**src/rtl/uart_receiver_param.sv**
```systemverilog
// uart_receiver_param: parametrised oversampling UART receiver.
// Two-flop input synchroniser, mid-bit start-glitch rejection, framing-error
// detection, valid/ready output register with sticky overrun flag.
// Optional parity checking is compiled in when UART_RX_PARITY_EN is defined;
// without it, frames are start + DATA_BITS + stop and parity_err is tied to 0.
module uart_receiver_param #(
  parameter int DATA_BITS  = 7,
  parameter int OVERSAMPLE = 8,
  parameter int PARITY_ODD = 0
) (
  input  logic                 clk,
  input  logic                 rst,
  input  logic                 ena,
  input  logic                 rx,
  input  logic                 ready_in,
  output logic [DATA_BITS-1:0] data_out,
  output logic                 valid_out,
  output logic                 frame_err,
  output logic                 parity_err,
  output logic                 overrun,
  output logic [2:0]           state_out
);

  localparam int SW = $clog2(OVERSAMPLE);
  localparam int BW = $clog2(DATA_BITS + 1);

  localparam logic [SW-1:0] SCNT_LAST = SW'(OVERSAMPLE - 1);
  localparam logic [SW-1:0] SCNT_MID  = SW'(OVERSAMPLE / 2 - 1);
  localparam logic [BW-1:0] BCNT_LAST = BW'(DATA_BITS - 1);

  // Reject unsupported configurations at elaboration.
  if (DATA_BITS < 5 || DATA_BITS > 9) begin : g_bad_data_bits
    $error("uart_receiver_param: DATA_BITS must be 5..9");
  end
  if (OVERSAMPLE < 4 || (OVERSAMPLE & (OVERSAMPLE - 1)) != 0) begin : g_bad_oversample
    $error("uart_receiver_param: OVERSAMPLE must be a power of two >= 4");
  end
  if (PARITY_ODD != 0 && PARITY_ODD != 1) begin : g_bad_parity_odd
    $error("uart_receiver_param: PARITY_ODD must be 0 or 1");
  end

  typedef enum logic [2:0] {
    S_IDLE   = 3'd0,
    S_START  = 3'd1,
    S_DATA   = 3'd2,
    S_PARITY = 3'd3,
    S_STOP   = 3'd4
  } state_t;

  state_t                r_state;
  logic                  r_s1;
  logic                  r_rx_s;
  logic                  r_armed;
  logic [SW-1:0]         r_scnt;
  logic [BW-1:0]         r_bcnt;
  logic [DATA_BITS-1:0]  r_sh;
  logic [DATA_BITS-1:0]  r_data;
  logic                  r_valid;
  logic                  r_ferr;
  logic                  r_perr;
  logic                  r_overrun;
  logic                  w_bit_end;
  logic                  w_done;

`ifdef UART_RX_PARITY_EN
  logic                  r_p_err;
`endif

  assign w_bit_end = (r_scnt == SCNT_LAST);
  assign w_done    = ena && (r_state == S_STOP) && w_bit_end;

  assign data_out   = r_data;
  assign valid_out  = r_valid;
  assign frame_err  = r_ferr;
  assign parity_err = r_perr;
  assign overrun    = r_overrun;
  assign state_out  = r_state;

  // Two-flop synchroniser on the asynchronous rx pad, runs every clk.
  always_ff @(posedge clk) begin
    if (rst) begin
      r_s1   <= 1'b1;
      r_rx_s <= 1'b1;
    end else begin
      r_s1   <= rx;
      r_rx_s <= r_s1;
    end
  end

  // Receive FSM (advances on ena) plus the output register and handshake
  // (evaluated every clk). Frame completion takes priority over acceptance,
  // so a same-edge accept+complete leaves valid high without overrun.
  always_ff @(posedge clk) begin
    if (rst) begin
      r_state   <= S_IDLE;
      r_armed   <= 1'b1;
      r_scnt    <= '0;
      r_bcnt    <= '0;
      r_sh      <= '0;
      r_data    <= '0;
      r_valid   <= 1'b0;
      r_ferr    <= 1'b0;
      r_perr    <= 1'b0;
      r_overrun <= 1'b0;
`ifdef UART_RX_PARITY_EN
      r_p_err   <= 1'b0;
`endif
    end else begin
      if (w_done) begin
        r_data  <= r_sh;
        r_ferr  <= ~r_rx_s;
`ifdef UART_RX_PARITY_EN
        r_perr  <= r_p_err;
`else
        r_perr  <= 1'b0;
`endif
        r_valid <= 1'b1;
        if (r_valid && !ready_in) r_overrun <= 1'b1;
      end else if (r_valid && ready_in) begin
        r_valid <= 1'b0;
      end

      if (ena) begin
        case (r_state)
          S_IDLE: begin
            if (r_rx_s) begin
              r_armed <= 1'b1;
            end else if (r_armed) begin
              r_state <= S_START;
              r_scnt  <= '0;
            end
          end
          S_START: begin
            if (r_scnt == SCNT_MID) begin
              if (r_rx_s) begin
                r_state <= S_IDLE;
              end else begin
                r_state <= S_DATA;
                r_scnt  <= '0;
                r_bcnt  <= '0;
              end
            end else begin
              r_scnt <= r_scnt + 1'b1;
            end
          end
          S_DATA: begin
            r_scnt <= r_scnt + 1'b1;
            if (w_bit_end) begin
              r_sh   <= {r_rx_s, r_sh[DATA_BITS-1:1]};
              r_bcnt <= r_bcnt + 1'b1;
              if (r_bcnt == BCNT_LAST) begin
`ifdef UART_RX_PARITY_EN
                r_state <= S_PARITY;
`else
                r_state <= S_STOP;
`endif
              end
            end
          end
`ifdef UART_RX_PARITY_EN
          S_PARITY: begin
            r_scnt <= r_scnt + 1'b1;
            if (w_bit_end) begin
              r_p_err <= (^r_sh) ^ r_rx_s ^ 1'(PARITY_ODD);
              r_state <= S_STOP;
            end
          end
`endif
          S_STOP: begin
            r_scnt <= r_scnt + 1'b1;
            if (w_bit_end) begin
              r_state <= S_IDLE;
              // A low stop bit means break/stuck line: wait for high before re-arming.
              if (!r_rx_s) r_armed <= 1'b0;
            end
          end
          default: begin
            r_state <= S_IDLE;
          end
        endcase
      end
    end
  end

endmodule

```
**config.mk**
```make
export PLATFORM = sky130hd
export DESIGN_NAME = uart_receiver_param
export DESIGN_NICKNAME = d
export VERILOG_FILES = /design/src/rtl/uart_receiver_param.sv
export SDC_FILE = /design/constraint.sdc
export NUM_CORES = 1
export LEC_CHECK = 0
export CORE_UTILIZATION = 53
export CTS_CLUSTER_SIZE = 25
export DETAILED_ROUTE_END_ITERATION = 16
export GPL_ROUTABILITY_DRIVEN = 0
export HOLD_SLACK_MARGIN = 0.12
export PLACE_DENSITY_LB_ADDON = 0.1
export RECOVER_POWER = 25
export SETUP_SLACK_MARGIN = 0.15
export SLEW_MARGIN = 20
export SYNTH_ARGS = -nofsm -noshare
export SYNTH_HDL_FRONTEND = slang
export SYNTH_SLANG_ARGS = --single-unit
```
**constraint.sdc**
```tcl
create_clock -name clk -period 2.42 [get_ports clk]
set_input_delay 0.484 -clock clk [delete_from_list [all_inputs] [get_ports clk]]
set_output_delay 0.484 -clock clk [all_outputs]
set_load 0.01 [all_outputs]
```
==> impl_metrics.env, run 1 <==
export IMPL_path_max_fanout=15
export IMPL_yosys_cell_count_top_type="dfxtp_1"
export IMPL_crit_path_end_kind="primary output"
export IMPL_die_height_um=53.26
export IMPL_grt_use_total_pct=21.97
export IMPL_finalCriticalPeriod_ns=2.088
export IMPL_synthTopCellsByArea="dfxtp_1 (42%), mux2i_1 (12%), ha_1 (6.3%), nor2_1 (5.1%), nand2_1 (3.0%)"
export IMPL_final_area_um2=1610
export IMPL_area_growth_pct=15.63
export IMPL_synth_common_cells="dfxtp_1 (29), nor2_1 (19), mux2i_1 (17), nand2_1 (11), a21oi_1 (8)"
export IMPL_crit_type="reg -> out"
export IMPL_ant_nets=0
export IMPL_seqCellArea_um2=580.6
export IMPL_initial_core_util_pct=56.21
export IMPL_antenna_found_initial=0
export IMPL_synth_top_cell_by_area="dfxtp_1"
export IMPL_p_leak_nw=0.6316
export IMPL_row_count=18
export IMPL_grt_overflow_total=0
export IMPL_synth_ff_latch_count=29
export IMPL_crit_buf_inv=1
export IMPL_start_kind="flip-flop"
export IMPL_power_density_nw_per_um2=492.0
export IMPL_grt_pass1_vias=1000
export IMPL_slowest_stage="dfxtp_1"
export IMPL_status="finished, final reports clean"
export IMPL_final_hold_viol_count=0
export IMPL_max_stage_delay_ns=0.65
export IMPL_syn_avg_cell_area_um2=9.222
export IMPL_worstMarginPinSlew_ns=0.8285
export IMPL_fillCellCount=223
export IMPL_syn_nets=163
export IMPL_initialDrtViolationCount=20
export IMPL_synth_edf_count=0
export IMPL_drc=0
export IMPL_drt_pass1_iterations=4
export IMPL_worst_ep_required_time_ns=1.94
export IMPL_clkTransAtPathRegs_ns=0.09
export IMPL_cts_path_max_buffers=2
export IMPL_min_path_type="reg -> reg"
export IMPL_clk_latency_ns=0.32
export IMPL_fmax_mhz=478.9
export IMPL_seq_area_frac_synth_pct=41.69
export IMPL_ctsResizeCount=0
export IMPL_core_area_um2=2477
export IMPL_grt_max_degree=16
export IMPL_yosysTopAreaCellShare_pct=41.69
export IMPL_diodes=0
export IMPL_grt_pass1_wl_um=4381
export IMPL_place_area_um2=1575
export IMPL_crit_family="flip-flops"
export IMPL_cts_max_level=2
export IMPL_io_buffers=17
export IMPL_finalWirelength_um=2614
export IMPL_path_cells="clkdlybuf4s50_1"
export IMPL_syn_area_um2=1393
export IMPL_cts_setup_buffers=0
export IMPL_finalSetupViolations=0
export IMPL_finalCritPeriodShare_pct=86.29
export IMPL_rsz0062_at_grt="no"
export IMPL_synthFlopType="dfxtp_1"
export IMPL_synthCells=151
export IMPL_final_cells=198
export IMPL_die_w_um=53.26
export IMPL_fin_worst_skew_ns=0.006349
export IMPL_slew_viol_final=0
export IMPL_cts_tree="yes"
export IMPL_max_cap_viol_count=0
export IMPL_rrSetupSlack_ns=0.49
export IMPL_cp_arrival_ns=1.60
export IMPL_yosysWarningCount=0
export IMPL_hold_buffers=0
export IMPL_hold_slack_ns=0.4167
export IMPL_die_area_um2=2837
export IMPL_routed_via_density=5.631
export IMPL_async_flop_share_pct=0
export IMPL_fin_nets=181
export IMPL_clock_sinks=29
export IMPL_dp_hpwl_um=1857
export IMPL_cts_inserted_buffers=5
export IMPL_cts_root_buf="clkbuf_4"
export IMPL_place_inst=192
export IMPL_layout_drive_gt1_share_pct=8.929
export IMPL_wl_per_cell_um=13.20
export IMPL_fin_tns_setup_ns=0
export IMPL_multi_input_area_um2=734.5
export IMPL_io_pins=19
export IMPL_ys_types=40
export IMPL_via_count=1115
export IMPL_vdd_ir_drop_max_uv=456.4
export IMPL_p_total_uw=792.3
export IMPL_max_slew_margin_pct=44.16
stage by stage:
stage                     setup slack (ns)  utilization [%]
after floorplan                     0.6875                -
after global placement              0.3807            63.59
after CTS                           0.3229            65.30
final                               0.3318            65.00
after global routing                0.2505            65.00
after detailed placement            0.3710            63.59
power by group:
group	total [mW]	internal [mW]	switching, mW
combinational	0.0444	0.0195	0.0249
clock	0.261	0.100	0.160
sequential	0.487	0.481	0.00677
sequential cells by signal (all words and copies together), names as in the netlist:
register and cells:
overrun 1, state_out 3, r_sh 7, valid_out 1
r_scnt 3, r_bcnt 3, data_out 7, frame_err 1
r_rx_s 1, r_armed 1, r_s1 1
per-layer routing:
layer	track usage, %	vias to the layer above	part of all wire [%]
li1	-	560	-
met1	25.53	527	47
met2	36.04	23	48
met3	7.759	5	4.0
met4	9.211	0	1.4
met5	0	-	0
logic make-up (layout without fill, tap and decap cells):
| family | Yosys count | in the layout | synth area share [%] |
|---|---|---|---|
| adder cells (fa/ha/maj) | 7 | 7 | 6.289 |
| multiplexers | 17 | 17 | 12.22 |
| other | 1 | 1 | 0.2693 |
| AO/OA/AOI/OAI | 27 | 27 | 13.57 |
| AND/OR/NAND/NOR | 52 | 52 | 19.77 |
| XOR/XNOR | 1 | 1 | 0.6290 |
| flip-flops | 29 | 29 | 41.69 |
| buffers and inverters | 17 | 34 | 5.571 |
cell type report:
class	instances	share of cell area (%)
clock buffer	5	2.331
clock inverter	1	0.3108
inverter	8	1.865
multi-input combinational	105	45.61
sequential	29	36.05
tap	30	2.331
timing repair buffer	20	11.50
path summary, 6_finish.rpt:
kind / end / cells after the start / from
max: state_out[2] / 1 / state_out[2]
min: r_rx_s / 1 / r_s1
max reg2reg: state_out[1] / 4 / state_out[0]
min reg2reg: r_rx_s / 1 / r_s1
cell usage in the layout (no fill, tap or decap), types with 4 or more instances in the layout:
master / synthesis / layout
a21oi_1: 8 / 8
o21ai_0: 6 / 6
ha_1: 7 / 7
clkdlybuf4s50_1: 0 / 13
mux2i_1: 17 / 17
nor2_1: 19 / 19
dfxtp_1: 29 / 29
nand2_1: 11 / 11
dlygate4sd3_1: 0 / 4
clkbuf_4: 0 / 5
inv_1: 7 / 7
No activity file was read; power rests on OpenSTA's default activity.
==> run 2: changes to the inputs <==
- ABC_CLOCK_PERIOD_IN_PS: not set -> 2420
- GPL_TIMING_DRIVEN: not set -> 1
- TNS_END_PERCENT: not set -> 1
==> results of run 2 <==
No change in the layout: final DEF, timing and power equal those of run 1.
==> run 3: changes to the inputs <==
- CORE_MARGIN: not set -> 1.5
==> impl_metrics.env, run 3 (same netlist as run 1, synthesis figures left out) <==
export IMPL_area_growth_pct=18.42
export IMPL_diodes=0
export IMPL_crit_path_end_kind="primary output"
export IMPL_vdd_ir_drop_max_uv=606.6
export IMPL_crit_family="flip-flops"
export IMPL_die_height_um=54.26
export IMPL_io_pins=19
export IMPL_met1Wirelength_um=1220
export IMPL_crit_cells=1
export IMPL_via_count=1110
export IMPL_wl_met2_um=1216
export IMPL_reg2regPathDepth=4
export IMPL_drc=0
export IMPL_worst_ep_required_time_ns=1.94
export IMPL_initialDrtViolationCount=22
export IMPL_path_max_fanout=15
export IMPL_io_buffers=17
export IMPL_max_slew_margin_pct=47.43
export IMPL_dpl_worst_slack_ns=0.4052
export IMPL_cp_arrival_ns=1.61
export IMPL_antenna_found_initial=0
export IMPL_initial_core_util_pct=56.21
export IMPL_layout_common_cells="dfxtp_1 (29), nor2_1 (19), mux2i_1 (17), clkdlybuf4s50_1 (12), nand2_1 (11)"
export IMPL_wl_per_cell_um=13.20
export IMPL_fin_tns_setup_ns=0
export IMPL_whs_path_depth=1
export IMPL_rrSetupSlack_ns=0.45
export IMPL_r2r_start="state_out[0]"
export IMPL_ctsResizeCount=0
export IMPL_grt_pass1_vias=996
export IMPL_cts_max_level=2
export IMPL_fin_worst_skew_ns=0.008851
export IMPL_layout_drive_gt1_share_pct=9.467
export IMPL_hold_slack_ns=0.4167
export IMPL_cts_inserted_buffers=5
export IMPL_p_leak_nw=0.6526
export IMPL_drt_pass1_iterations=5
export IMPL_fmax_mhz=476.7
export IMPL_crit_type="reg -> out"
export IMPL_cts_root_buf="clkbuf_4"
export IMPL_final_common_cell="dfxtp_1"
export IMPL_start_kind="flip-flop"
export IMPL_worstMarginPinSlew_ns=0.7886
export IMPL_finalWirelength_um=2627
export IMPL_layout_setup_ws_ns=0.3221
export IMPL_status="finished, final reports clean"
export IMPL_clock_sinks=29
export IMPL_rsz0062_at_grt="no"
export IMPL_grt_pass1_wl_um=4416
export IMPL_p_total_uw=949.4
export IMPL_ant_nets=0
export IMPL_core_area_um2=2477
export IMPL_min_to="r_rx_s"
export IMPL_path_cells="clkdlybuf4s50_1"
export IMPL_route_met3_wl_um=135
export IMPL_grt_max_degree=21
export IMPL_die_w_um=54.26
export IMPL_grt_overflow_total=0
export IMPL_fin_nets=180
export IMPL_finalCritPeriodShare_pct=86.69
export IMPL_seqCellArea_um2=580.6
export IMPL_clk_latency_ns=0.33
export IMPL_slowest_stage="dfxtp_1"
export IMPL_slew_viol_final=0
export IMPL_max_cap_viol_count=0
export IMPL_top_layer="met4"
export IMPL_final_hold_viol_count=0
export IMPL_hp_start="r_s1"
export IMPL_crit_buf_inv=1
export IMPL_r2r_end="r_bcnt[0]"
export IMPL_min_path_type="reg -> reg"
export IMPL_finalCriticalPeriod_ns=2.098
export IMPL_die_area_um2=2944
export IMPL_cts_path_max_buffers=2
export IMPL_cts_setup_buffers=0
export IMPL_fillCellCount=211
export IMPL_clkTransAtPathRegs_ns=0.10
export IMPL_hold_buffers=0
export IMPL_dp_hpwl_um=1790
export IMPL_row_count=18
export IMPL_cts_tree="yes"
export IMPL_routed_via_density=5.578
export IMPL_finalSetupViolations=0
export IMPL_multi_input_area_um2=734.5
export IMPL_max_stage_delay_ns=0.65
export IMPL_grt_use_total_pct=21.46
export IMPL_power_density_nw_per_um2=575.7
## run 3: worst max-delay path by stage
stage,slack [ns],startpoint,to
after CTS,0.33,state_out[2],state_out[2]
after global placement,0.46,ena,data_out[4]
after global routing,0.26,state_out[2],state_out[2]
after floorplan,0.69,r_scnt[0],state_out[1]
final,0.32,state_out[2],state_out[2]
after detailed placement,0.41,ena,data_out[1]
## run 3: layout make-up
cell class                 count  area share [%]
inverter                       8           1.821
clock inverter                 1           1.821
multi-input combinational    105           44.54
timing repair buffer          19           11.00
clock buffer                   7           3.338
tap                           30           2.276
sequential                    29           35.20
## run 3: where the power goes
part	internal [mW]	total [mW]	switching, mW
Combinational	0.0195	0.0451	0.0256
Sequential	0.481	0.487	0.00673
Clock	0.246	0.417	0.171
Total	0.747	0.949	0.203
## run 3: metal layers
| metal | vias to the layer above | track usage [%] |
|---|---|---|
| li1 | 557 | - |
| met1 | 514 | 25.09 |
| met2 | 33 | 35.14 |
| met3 | 6 | 7.377 |
| met4 | 0 | 10.00 |
| met5 | - | 0 |
## run 3: stage by stage
step	util, %	instance area, um2	cells
finish	66.57	1649	199
global route	66.57	1649	199
CTS	66.72	1653	199
detailed placement	63.28	1568	191
global placement	63.28	1568	191
floorplan	-	1393	151
